**src/rtl/imem_boot_loader.sv**
```systemverilog
// Boot-time instruction memory loader: takes a length-prefixed byte stream, packs
// little-endian words, writes them to imem and releases the pipeline when finished.
module imem_boot_loader #(
  parameter int ADDR_W    = 10,
  parameter int MAX_WORDS = 256
) (
  input  logic              clk,
  input  logic              reset,
  input  logic              start,
  input  logic [7:0]        rx_data,
  input  logic              rx_valid,
  output logic              rx_ready,
  input  logic [ADDR_W-1:0] fetch_pc,
  output logic [ADDR_W-1:0] imem_addr,
  output logic [31:0]       imem_wdata,
  output logic              imem_we,
  output logic              cpu_stall,
  output logic              load_done,
  output logic              load_err,
  output logic [ADDR_W-1:0] word_count
);

  typedef enum logic [2:0] {IDLE, HDR0, HDR1, DATA, WRITE, DONE, ERR} state_t;

  localparam logic [15:0] MAX_LEN = 16'(MAX_WORDS);

  state_t            state, state_nxt;
  logic [15:0]       len;
  logic [31:0]       wbuf;
  logic [1:0]        byte_idx;
  logic [ADDR_W-1:0] word_ptr;
  logic [15:0]       len_full;
  logic [15:0]       ptr_next;

  assign len_full = {rx_data, len[7:0]};
  assign ptr_next = 16'(word_ptr) + 16'd1;

  always_comb begin
    state_nxt = state;
    rx_ready  = 1'b0;
    imem_we   = 1'b0;
    case (state)
      IDLE: if (start) state_nxt = HDR0;
      HDR0: begin
        rx_ready = 1'b1;
        if (rx_valid) state_nxt = HDR1;
      end
      HDR1: begin
        rx_ready = 1'b1;
        if (rx_valid) begin
          if (len_full == 16'd0)       state_nxt = DONE;
          else if (len_full > MAX_LEN) state_nxt = ERR;
          else                         state_nxt = DATA;
        end
      end
      DATA: begin
        rx_ready = 1'b1;
        if (rx_valid && byte_idx == 2'd3) state_nxt = WRITE;
      end
      WRITE: begin
        imem_we   = 1'b1;
        state_nxt = (ptr_next == len) ? DONE : DATA;
      end
      DONE: if (start) state_nxt = HDR0;
      ERR:  if (start) state_nxt = HDR0;
      default: state_nxt = IDLE;
    endcase
  end

  // Status flags are pure state decodes: DONE/ERR are left only by start or reset,
  // which is exactly when the sticky flags must clear.
  assign cpu_stall  = (state != DONE);
  assign load_done  = (state == DONE);
  assign load_err   = (state == ERR);
  assign imem_wdata = wbuf;
  assign imem_addr  = (state == DONE) ? fetch_pc : {word_ptr[ADDR_W-3:0], 2'b00};

  always_ff @(posedge clk) begin
    if (reset) begin
      state      <= IDLE;
      len        <= '0;
      wbuf       <= '0;
      byte_idx   <= '0;
      word_ptr   <= '0;
      word_count <= '0;
    end else begin
      state <= state_nxt;
      case (state)
        IDLE, DONE, ERR: if (start) word_count <= '0;
        HDR0: if (rx_valid) len[7:0] <= rx_data;
        HDR1: if (rx_valid) begin
          len[15:8] <= rx_data;
          byte_idx  <= '0;
          word_ptr  <= '0;
        end
        DATA: if (rx_valid) begin
          wbuf[{byte_idx, 3'b000} +: 8] <= rx_data;
          byte_idx                      <= byte_idx + 2'd1;
        end
        WRITE: begin
          word_ptr   <= word_ptr + 1'b1;
          word_count <= word_count + 1'b1;
        end
        default: ;
      endcase
    end
  end

endmodule

```
**config.mk**
```make
export PLATFORM = sky130hd
export DESIGN_NAME = imem_boot_loader
export DESIGN_NICKNAME = d
export VERILOG_FILES = /design/src/rtl/imem_boot_loader.sv
export SDC_FILE = /design/constraint.sdc
export NUM_CORES = 1
export LEC_CHECK = 0
export ABC_AREA = 0
export CAP_MARGIN = 20
export CORE_MARGIN = 4
export CORE_UTILIZATION = 40
export CTS_BUF_LIST = sky130_fd_sc_hd__clkbuf_4
export DETAILED_ROUTE_END_ITERATION = 10
export HOLD_SLACK_MARGIN = 0.02
export PLACE_DENSITY = 0.8
export RECOVER_POWER = 100
export SYNTH_ARGS = -nofsm -noshare
export SYNTH_HDL_FRONTEND = slang
export SYNTH_SLANG_ARGS = --single-unit
```
**constraint.sdc**
```tcl
create_clock -name clk -period 1.8 [get_ports clk]
set_clock_uncertainty 0.2 [all_clocks]
set_input_delay 0.27 -clock clk [delete_from_list [all_inputs] [get_ports clk]]
set_output_delay 0.27 -clock clk [all_outputs]
set_load 0.02 [all_outputs]
```
* Word level (Yosys, flattened, before mapping) *
Cells that the tools add are included.

word-level totals
  register bits after elaboration = 73
  bits of input ports = 22
  output and inout bits = 57

cells by class
  add/sub/neg operators = 5
  $lt $le $gt $ge = 1
  equal/unequal tests = 14
  shift operators = 2
  multiplexer cells = 19
  reductions and logical operators = 15

operators by type and width
  cell                                                                     count
  10-bit one-hot mux with 2 select lines                                   2
  32-bit bitwise mux                                                       1
  8-bit by 7-bit variable shift with 32-bit output (first input constant)  1
  8-bit by 7-bit indexed part select with 32-bit output                    1
  10-bit 2-to-1 mux                                                        3
  3-bit 2-to-1 mux                                                         7
  10-bit by 1-bit adder with 10-bit output (second input constant)         2
  11-bit by 16-bit equality test with 1-bit output                         1
  16-bit by 9-bit > comparator with 1-bit output (second input constant)   1
  16-bit zero test                                                         1
  3-bit one-hot mux with 5 select lines                                    1
  10-bit by 1-bit adder with 11-bit output (second input constant)         1
  2-bit AND reduction                                                      5
  3-bit equality test (second input constant)                              3
  2-bit != test (second input constant)                                    4
  5-bit negation with 7-bit output                                         1
  3-bit by 2-bit equality test with 1-bit output (second input constant)   2
  2-bit nonzero test                                                       3
  3-bit OR reduction                                                       2
  2-bit 2-to-1 mux                                                         2
  2-bit one-hot mux with 2 select lines                                    1
  4-bit AND reduction                                                      1
  3-bit by 1-bit equality test with 1-bit output (second input constant)   1
  3-bit zero test                                                          1
  other kinds (7)                                                          8

* Logic depth before layout (Yosys ltp) *
Gate-level depths: netlist (run 1).

  depth in word-level cells = 5
  depth in mapped cells = 8
  gate-level depth less buffers = 6

* Worst setup path before layout (run 1) *
No wires, ideal clock.

  path type = register to output
  start = reg state[0]
  end = out imem_addr[9]
  data arrival time = 1.800 ns
  data required time = 1.330 ns
  setup slack = -0.470 ns
  stages on the path, launching flop included = 8
  path buffers = 3
  cells stage by stage = dfxtp_1 -> buf_2 -> clkbuf_1 -> nand3_1 -> inv_1 -> buf_2 -> nand2_1 -> o21ai_0

on the way
  cells in the longest elaborated chain, start to end = 2

RTL lines
  item                    RTL line  RTL
  from (decl)             27        state_t state, state_nxt;
  from (signal assigned)  87        state <= state_nxt;
  3-bit equality test     -
  named net load_done     18        output logic load_done,
  10-bit 2-to-1 mux       76        assign imem_addr = (state == DONE) ? fetch_pc : {word_ptr[ADDR_W-3:0], 2'b00};
  to (decl)               14        output logic [ADDR_W-1:0] imem_addr,

The timed path passes the listed nets, and every way through them passes these cells.

* Worst setup path after layout (run 1) *
  start = reg state[1]
  end = out imem_addr[9]

on the way
  cells in the longest elaborated chain, start to end = 2

RTL lines
  item                 RTL line
  3-bit equality test  76
  10-bit 2-to-1 mux    76

Every way passes these cells.

==> impl_metrics.tcl, run 1 <==
set metrics [dict create \
    ctsHoldBuffers 0 \
    synth_cells 475 \
    ant_nets 0 \
    fin_crit_sh_pct 111.6 \
    drc 0 \
    die_h_um 104.7 \
    die_w_um 104.7 \
    syn_avg_cell_area_sq_um 7.879 \
    htreeDepth 3 \
    antenna_found_initial 0 \
    nFillCells 787 \
    r2r-start "len[0]$_SDFFE_PP0P_" \
    layout-drive-gt1-share_pct 28.23 \
    ys.flop_type "dfxtp_1" \
    max_freq_mhz 497.8 \
    syn_nets 504 \
    rrSetupSlack_ns -0.17 \
    clk_latency_ns 0.43 \
    fin_nets 644 \
    clk_pin_slew_ns 0.14 \
    layout_common_cells "79 x nand2_1, 64 x buf_4, 60 x dfxtp_1" \
    maxSlewHeadroom_pct 65.05 \
    placeableCoreArea_sq_mm 0.009153 \
    final_common_cell "nand2_1" \
    initial_utilization_pct 40.89 \
    critPathRequiredTime_ns 1.33 \
    grt_overflow 0 \
    async_reset_ff_share_pct 0 \
    cts_buffers 9 \
    grt.total_usage_pct 20.50 \
    port_buffers 78 \
    num_rows 35 \
    cp-start-kind "flip-flop" \
    outcome "complete, but fails checks" \
    dp_hpwl_um 7947 \
    failed_checks "setup timing" \
    setup_tns_ns -3.886 \
    slew_violations 0 \
    arrival_ns 1.54 \
    p_per_area_mw_per_mm2 813.0 \
    hold_viol 0 \
    drtIter0Drc 238 \
    crit_type "reg -> out" \
    rsz0062_at_grt "true" \
    synth_edf_count 0 \
    io-pin-count 79 \
    drt-total-wl_um 11590 \
    yosys.area.top_type "dfxtp_1" \
    cts.sinks 73 \
    final_core_utilization_pct 60.86 \
    cts-root-buf "clkbuf_4" \
    yosys_warnings 0 \
    period_needed_ns 2.009 \
    routedWlPerCell_um 15.85 \
    hold_class "in -> reg" \
    area_growth_pct 48.85 \
    irDropWorstVdd_mv 0.5088 \
    yosys.area.top_type_share_pct 39.05 \
    cts_tree "built" \
    gp_congestion 0.8687 \
    vias 4041 \
    cp-end-kind "output pin" \
    vias_per_cell 5.528 \
    ys_seq_area_share_pct 39.05 \
    finalWorstSetupSlack_ns -0.2090 \
    maxCapViolations 0 \
    setup.worst_path.start "state[1]$_SDFFE_PP0P_" \
    ys_seq_elements 73 \
    setup_viol_count_final 54 \
    syn_area_sq_mm 0.003742 \
    worst_slew_pin_slew_ns 0.5243 \
    synthTopCellsByArea "dfxtp_1 39%, nand2_1 8.3%, a21oi_1 7.4%" \
    die_area_sq_mm 0.01097 \
    netlist-cell-type-count 58 \
    dr.pass1.iters 5 \
    cp_max_fo 6 \
    clk_path_buf_depth 2 \
    hold_start "reset" \
    grt_pass1_vias 3937 \
    leakagePower_nw 2.327 \
    grt_max_degree 41 \
    grt_first_pass_wirelength_um 18620 \
    diodes 0 \
]
-- registers in the layout, summed over array words and instances, names as in the netlist --
name	count
state	3
len	16
word_count	10
byte_idx	2
word_ptr	10
imem_wdata	32
-- layout make-up --
cell class / count / area [sq um] / area share, %
flip-flops and latches: 73 / 1488 / 26.71
inverters: 10 / 45.04 / 0.8086
multi-input cells: 360 / 2276 / 40.86
well taps: 111 / 138.9 / 2.493
repair buffers: 160 / 1446 / 25.97
clock buffers: 9 / 67.56 / 1.213
clock inverters: 7 / 101.3 / 1.819
repair inverters: 1 / 7.507 / 0.1348
-- critical path: stages (launching register included) --
cell and delay, ns:
dfxtp_2 0.37, inv_2 0.06, nand3_4 0.11, clkinvlp_4 0.17, buf_6 0.15, o21ai_2 0.12
buf_6 0.13
-- per-layer routing --
layer / up-vias / share of wire [%] / GRT usage, %
met5: - / 0 / 0
met3: 29 / 7.8 / 5.127
met1: 1878 / 42 / 24.54
met2: 186 / 48 / 35.33
li1: 1948 / - / -
met4: 0 / 2.5 / 7.685
-- cells by family after synthesis --
group	count (synthesis)	share of synthesized area, %
AOI/OAI and AO/OA	108	17.55
xor gates and xnor gates	12	2.808
adders and majority gates	8	2.608
buffers and inverters	42	5.683
DFF	73	39.05
muxes	11	2.976
and+or+nand+nor	221	29.32
-- power breakdown --
part | switching (mW) | internal (mW)
registers | 0.0746 | 1.70
clock network | 0.669 | 0.580
logic | 0.769 | 0.737
total | 1.51 | 3.02
-- per-stage QoR --
step                total power [mW]  area [sq um]  setup slack (ns)  hold WS, ns  instances
floorplan                      2.520          3819           -0.1809       0.1675        475
global placement               3.013          5090           -0.4047       0.2422        703
detailed placement             3.055          5090           -0.4482       0.2498        703
CTS                            4.396          5375           -0.2281      0.06644        726
global route                   4.721          5570           -0.2856       0.1092        731
finish                         4.528          5570           -0.2090      0.07375        731
-- timing repair --
| action | 4_1_cts | 5_1_grt |
|---|---|---|
| cloned | 2 | 1 |
| endpoints found under the setup margin | 109 | 66 |
| pin swaps | 15 | 19 |
| resized for setup | 163 | 40 |
| buffers inserted | 5 | 7 |
-- synthesized netlist by cell type (4+ instances only) --
cell type,number
inv_1,9
nor2_1,41
nand4_1,8
xor2_1,8
and2_1,6
nor3_1,8
a21oi_1,55
clkbuf_1,12
nand3b_1,7
o21ai_0,14
nand2_1,83
a31oi_1,5
dfxtp_1,73
xnor2_1,4
and3_1,5
mux2i_1,10
nor2b_1,4
a211oi_1,4
buf_2,11
nor4_1,4
nand3_1,30
a22oi_1,10
or3_1,6
ha_1,7
-- worst paths after layout --
| kind | to | depth (start not counted) |
|---|---|---|
| setup reg to reg | state[2]$_SDFFE_PP0P_ | 6 |
| hold / removal | word_ptr[0]$_SDFFE_PP0P_ | 2 |
| hold reg to reg | imem_wdata[22]$_SDFFE_PP0P_ | 2 |
| setup / recovery | imem_addr[9] | 6 |
Note: power is estimated with default switching activity, not from simulation.
==> run 2, diff against run 1 <==
--- a/config.mk
+++ b/config.mk
@@ -7,7 +7,7 @@
 export LEC_CHECK = 0
 export ABC_AREA = 0
 export CAP_MARGIN = 20
-export CORE_MARGIN = 4
+export CORE_MARGIN = 8
 export CORE_UTILIZATION = 40
 export CTS_BUF_LIST = sky130_fd_sc_hd__clkbuf_4
 export DETAILED_ROUTE_END_ITERATION = 10
==> run 2 against run 1 <==
The flow still finishes with violations (setup timing). Routed wire length is 16% higher. Non-clock buffer count is 14 higher. Sequential share of layout area is 1.5 points lower. Combinational power is 17% higher. Total power is 1.2% higher. Die area is 16% higher. Global-route usage is 1.1 points lower. Clock-buffer cell count stayed put. Maximum frequency is 2.0% higher. Highest routed layer unchanged. Sequential power hardly changed. Core utilization is 3.8 points higher. Via count is 5.9% higher.
==> impl_metrics.tcl, run 2 (synthesis gave the netlist of run 1 again) <==
set metrics [dict create \
    period_needed_ns 1.970 \
    hold_start "len[13]$_SDFFE_PP0P_" \
    rsz0062_at_grt "true" \
    dp_hpwl_um 8580 \
    layout_common_cells "74 x buf_4, 69 x nand2_1, 60 x dfxtp_1" \
    slew_violations 0 \
    cts.sinks 73 \
    cp-end-kind "flip-flop" \
    die_h_um 112.7 \
    drt-total-wl_um 13390 \
    io-pin-count 79 \
    placeableCoreArea_sq_mm 0.009153 \
    die_area_sq_mm 0.01271 \
    port_buffers 78 \
    drtIter0Drc 340 \
    grt.total_usage_pct 19.38 \
    maxCapViolations 0 \
    critPathRequiredTime_ns 1.96 \
    final_common_cell "buf_4" \
    routedWlPerCell_um 18.00 \
    gp_congestion 0.8735 \
    maxSlewHeadroom_pct 70.06 \
    arrival_ns 2.13 \
    clk_path_buf_depth 2 \
    crit_type "reg -> reg" \
    die_w_um 112.7 \
    clk_pin_slew_ns 0.13 \
    dr.pass1.iters 7 \
    area_growth_pct 58.11 \
    outcome "complete, but fails checks" \
    fin_crit_sh_pct 109.4 \
    cp-start-kind "flip-flop" \
    failed_checks "setup timing" \
    r2r-end "word_count[6]$_SDFFE_PP0P_" \
    place_ws_ns -0.3898 \
    grt_overflow 0 \
    drc 0 \
    htreeDepth 3 \
    cts_tree "built" \
    layout-drive-gt1-share_pct 36.33 \
    r2r-start "state[2]$_SDFFE_PP0P_" \
    grt_pass1_vias 4235 \
    place_area_sq_mm 0.005077 \
    rrSetupSlack_ns -0.17 \
    leakagePower_nw 2.416 \
    reg2regPathDepth 5 \
    antenna_found_initial 0 \
    grt_first_pass_wirelength_um 20310 \
    vias 4278 \
    setup_viol_count_final 25 \
    clk_latency_ns 0.42 \
    fin_area_sq_mm 0.005917 \
    cp_max_fo 5 \
    worst_slew_pin_slew_ns 0.4491 \
    max_freq_mhz 507.7 \
    hold_slack_ns 0.2649 \
    fin_nets 658 \
    ant_nets 0 \
    irDropWorstVdd_mv 0.4950 \
    cts_buffers 9 \
    hold_viol 0 \
    hold_path_end "len[13]$_SDFFE_PP0P_" \
    setup.worst_path.start "state[2]$_SDFFE_PP0P_" \
    p_per_area_mw_per_mm2 774.5 \
    cts-root-buf "clkbuf_4" \
    p_total_mw 4.583 \
    largest_register_ffs 32 \
    final_core_utilization_pct 64.65 \
    finalWorstSetupSlack_ns -0.1696 \
    vias_per_cell 5.750 \
    initial_utilization_pct 40.89 \
    diodes 0 \
    hold_path_depth 2 \
    hold_class "reg -> reg" \
    grt_max_degree 25 \
    num_rows 35 \
]
## run 2: cell types whose count changed in the layout (fill, tap and decap cells not counted), moves of 7 or more
cell	change
buf_4	+10
buf_6	+7
a21oi_2	+8
a21oi_1	-9
nand2_1	-10
nand2_2	+9
## run 2: routing by layer
metal | track usage [%] | wire length (um) | vias to the layer above
li1 | - | - | 1992
met1 | 22.08 | 5477 | 2036
met2 | 32.40 | 6386 | 206
met3 | 7.135 | 1080 | 44
met4 | 7.284 | 446 | 0
met5 | 0 | 0 | -
## run 2: final cells by class
class / instances / area, sq um
multi-input combinational: 360 / 2477
fill: 730 / 3236
sequential: 73 / 1490
inverter: 10 / 48.80
clock buffer: 9 / 67.56
timing repair buffer: 174 / 1618
tap: 111 / 138.9
timing repair inverter: 1 / 7.507
clock inverter: 6 / 68.82
## run 2: power by group
group	leakage (nW)	total, mW	internal (mW)	switching, mW
combinational	1.75	1.76	0.871	0.891
sequential	0.597	1.77	1.70	0.0727
clock	0.0724	1.05	0.423	0.628
total	2.42	4.58	2.99	1.59
## run 2: critical path: stages (launching register included)
cell     delay (ns)
dfxtp_4        0.39
or3b_4         0.42
buf_12         0.15
buf_12         0.13
or4b_1         0.47
a21oi_1        0.16
## run 2: what timing repair did
action                     in CTS  in global routing
hold buffers                    1                  0
setup buffers                  15                  7
cloned                          3                  2
hold endpoints to repair        3                  0
setup endpoints to repair     106                 76
pin swaps                      31                 38
gates resized for setup       187                 84
## run 2: worst max path at each step
| stage | end | cells after the start |
|---|---|---|
| floorplan | imem_wdata[16]$_SDFFE_PP0P_ | 5 |
| global placement | state[2]$_SDFFE_PP0P_ | 6 |
| detailed placement | state[2]$_SDFFE_PP0P_ | 6 |
| CTS | imem_addr[9] | 6 |
| global route | state[1]$_SDFFE_PP0P_ | 6 |
| finish | word_count[6]$_SDFFE_PP0P_ | 5 |
## run 2: per-stage QoR
stage / cells / TNS (ns)
after floorplan: 475 / -3.751
after global placement: 703 / -11.25
after detailed placement: 703 / -13.26
after CTS: 737 / -2.643
after global routing: 744 / -4.957
final: 744 / -2.171
==> run 3, diff against run 2 <==
--- a/config.mk
+++ b/config.mk
@@ -17,3 +17,4 @@
 export SYNTH_ARGS = -nofsm -noshare
 export SYNTH_HDL_FRONTEND = slang
 export SYNTH_SLANG_ARGS = --single-unit
+export TNS_END_PERCENT = 30
==> run 3 against run 2 <==
The flow still finishes with violations (setup timing). Final area shrank 2.6%. Core utilization fell by 1.7 points. Die area did not move. Clock power increased by 9%. Sequential share of layout area up 0.66 points. Routed wire length is 5.5% lower. Largest power group unchanged. Highest routed layer unchanged. Maximum frequency is 0.85% lower. Clock-buffer cell count unchanged.
==> impl_metrics.tcl, run 3 (synthesis gave the netlist of run 1 again) <==
set metrics [dict create \
    dr.pass1.iters 5 \
    cp-end-kind "output pin" \
    clk_latency_ns 0.44 \
    hold_slack_ns 0.07612 \
    drtIter0Drc 248 \
    cts_tree "built" \
    place_ws_ns -0.6023 \
    r2r-end "word_count[8]$_SDFFE_PP0P_" \
    rsz0062_at_grt "true" \
    diodes 0 \
    vias_per_cell 5.546 \
    placeableCoreArea_sq_mm 0.009153 \
    io-pin-count 79 \
    die_w_um 112.7 \
    layout-drive-gt1-share_pct 33.75 \
    reg2regPathDepth 6 \
    outcome "complete, but fails checks" \
    ant_nets 0 \
    clk_pin_slew_ns 0.13 \
    hold_viol 0 \
    grt_first_pass_wirelength_um 19730 \
    slowest_stage "dfxtp_2" \
    hold_class "in -> reg" \
    die_h_um 112.7 \
    r2r-start "state[2]$_SDFFE_PP0P_" \
    path_cells "inv_2 > nand3_4 > clkinvlp_4 > buf_4 > and2_4 > buf_6" \
    setup_tns_ns -2.619 \
    rrSetupSlack_ns -0.13 \
    cts_buffers 9 \
    cp_max_fo 6 \
    final_common_cell "buf_4" \
    irDropWorstVdd_mv 0.4680 \
    cts-root-buf "clkbuf_4" \
    clk_path_buf_depth 2 \
    layout_common_cells "76 x buf_4, 73 x nand2_1, 61 x dfxtp_1" \
    dp_hpwl_um 8379 \
    hold_start "reset" \
    worst_slew_pin_slew_ns 0.5134 \
    fin_crit_sh_pct 110.4 \
    max_freq_mhz 503.4 \
    p_per_area_mw_per_mm2 786.8 \
    crit_type "reg -> out" \
    setup_viol_count_final 33 \
    hold_path_end "word_ptr[0]$_SDFFE_PP0P_" \
    dpl.cell_count 704 \
    die_area_sq_mm 0.01271 \
    maxCapViolations 0 \
    cp-start-kind "flip-flop" \
    fin_nets 658 \
    finalWorstSetupSlack_ns -0.1865 \
    grt.total_usage_pct 18.78 \
    fin_cells 745 \
    cts.sinks 73 \
    vias 4132 \
    critPathRequiredTime_ns 1.33 \
    grt_pass1_vias 4115 \
    area_growth_pct 53.96 \
    antenna_found_initial 0 \
    routedWlPerCell_um 16.98 \
    drc 0 \
    htreeDepth 3 \
    initial_utilization_pct 40.89 \
    gp_congestion 0.8854 \
    drt-total-wl_um 12650 \
    period_needed_ns 1.986 \
    num_rows 35 \
    leakagePower_nw 2.414 \
    largest_register_ffs 32 \
    ctsHoldBuffers 0 \
    port_buffers 78 \
    slew_violations 0 \
    failed_checks "setup timing" \
    grt_max_degree 45 \
    hold_path_depth 2 \
    worst_path_largest_cell_delay_ns 0.37 \
    grt_overflow 0 \
    arrival_ns 1.52 \
    maxSlewHeadroom_pct 65.77 \
]
==> run 3: cell count changes in the layout (fill, tap and decap cells not counted), moves of 4 or more <==
| cell | before | now |
|---|---|---|
| buf_2 | 1 | 5 |
| a21oi_1 | 42 | 46 |
| a22oi_1 | 3 | 7 |
| buf_6 | 29 | 23 |
| o21ai_2 | 6 | 1 |
| nand2_1 | 69 | 73 |
| nand2_2 | 13 | 8 |
| a22oi_2 | 7 | 3 |
==> run 3: layer usage <==
layer  GRT usage (%)  vias up  share of wire (%)
met2           31.76      187                 49
met5               0        -                  0
li1                -     1987                  -
met4           9.083        0                2.3
met1           21.65     1931                 41
met3           4.792       27                7.7
==> run 3: how the worst max path moves through the flow <==
stage          cells after the start                           to                startpoint
6_report                           6                 imem_addr[0]     state[1]$_SDFFE_PP0P_
5_1_grt                            7                 imem_addr[3]     state[1]$_SDFFE_PP0P_
4_1_cts                            5                 imem_addr[9]     state[0]$_SDFFE_PP0P_
3_5_place_dp                       6        state[2]$_SDFFE_PP0P_                rx_data[4]
3_3_place_gp                       6        state[2]$_SDFFE_PP0P_                rx_data[4]
2_1_floorplan                      5  imem_wdata[16]$_SDFFE_PP0P_  byte_idx[0]$_SDFFE_PP0P_
==> run 3: area by class of cell <==
| cell class | instances | area (sq um) |
|---|---|---|
| Inverter | 10 | 50.05 |
| Clock inverter | 7 | 82.58 |
| Multi-Input combinational cell | 360 | 2372 |
| Timing Repair Buffer | 174 | 1554 |
| Tap cell | 111 | 138.9 |
| Sequential cell | 73 | 1489 |
| Fill cell | 733 | 3391 |
| Clock buffer | 9 | 67.56 |
| Timing Repair inverter | 1 | 7.507 |
==> run 3: worst max-delay path, delay by kind of cell (launching register included) <==
| kind | cells | cell delay, ns |
|---|---|---|
| flops | 1 | 0.37 |
| buf+inv | 4 | 0.49 |
| simple gates | 2 | 0.23 |
==> run 3: what timing repair did <==
item	4_1_cts	5_1_grt
gates resized for setup	183	59
setup endpoints to repair	112	75
gates cloned	4	0
setup buffers	12	9
pin swaps	27	19
==> run 3: through the flow <==
| step | util, % | power (mW) | instance area (sq um) |
|---|---|---|---|
| 3_3_place_gp | 55.32 | 2.990 | 5064 |
| 6_report | 62.95 | 4.534 | 5762 |
| 5_1_grt | 62.95 | 4.748 | 5762 |
| 3_5_place_dp | 55.32 | 3.027 | 5064 |
| 2_1_floorplan | - | 2.498 | 3762 |
| 4_1_cts | 59.82 | 4.362 | 5475 |
==> run 3: report_power, final <==
part | internal (mW) | total [mW] | switching [mW]
clock network | 0.446 | 1.14 | 0.692
logic | 0.810 | 1.62 | 0.808
registers | 1.70 | 1.78 | 0.0790
total | 2.96 | 4.53 | 1.58
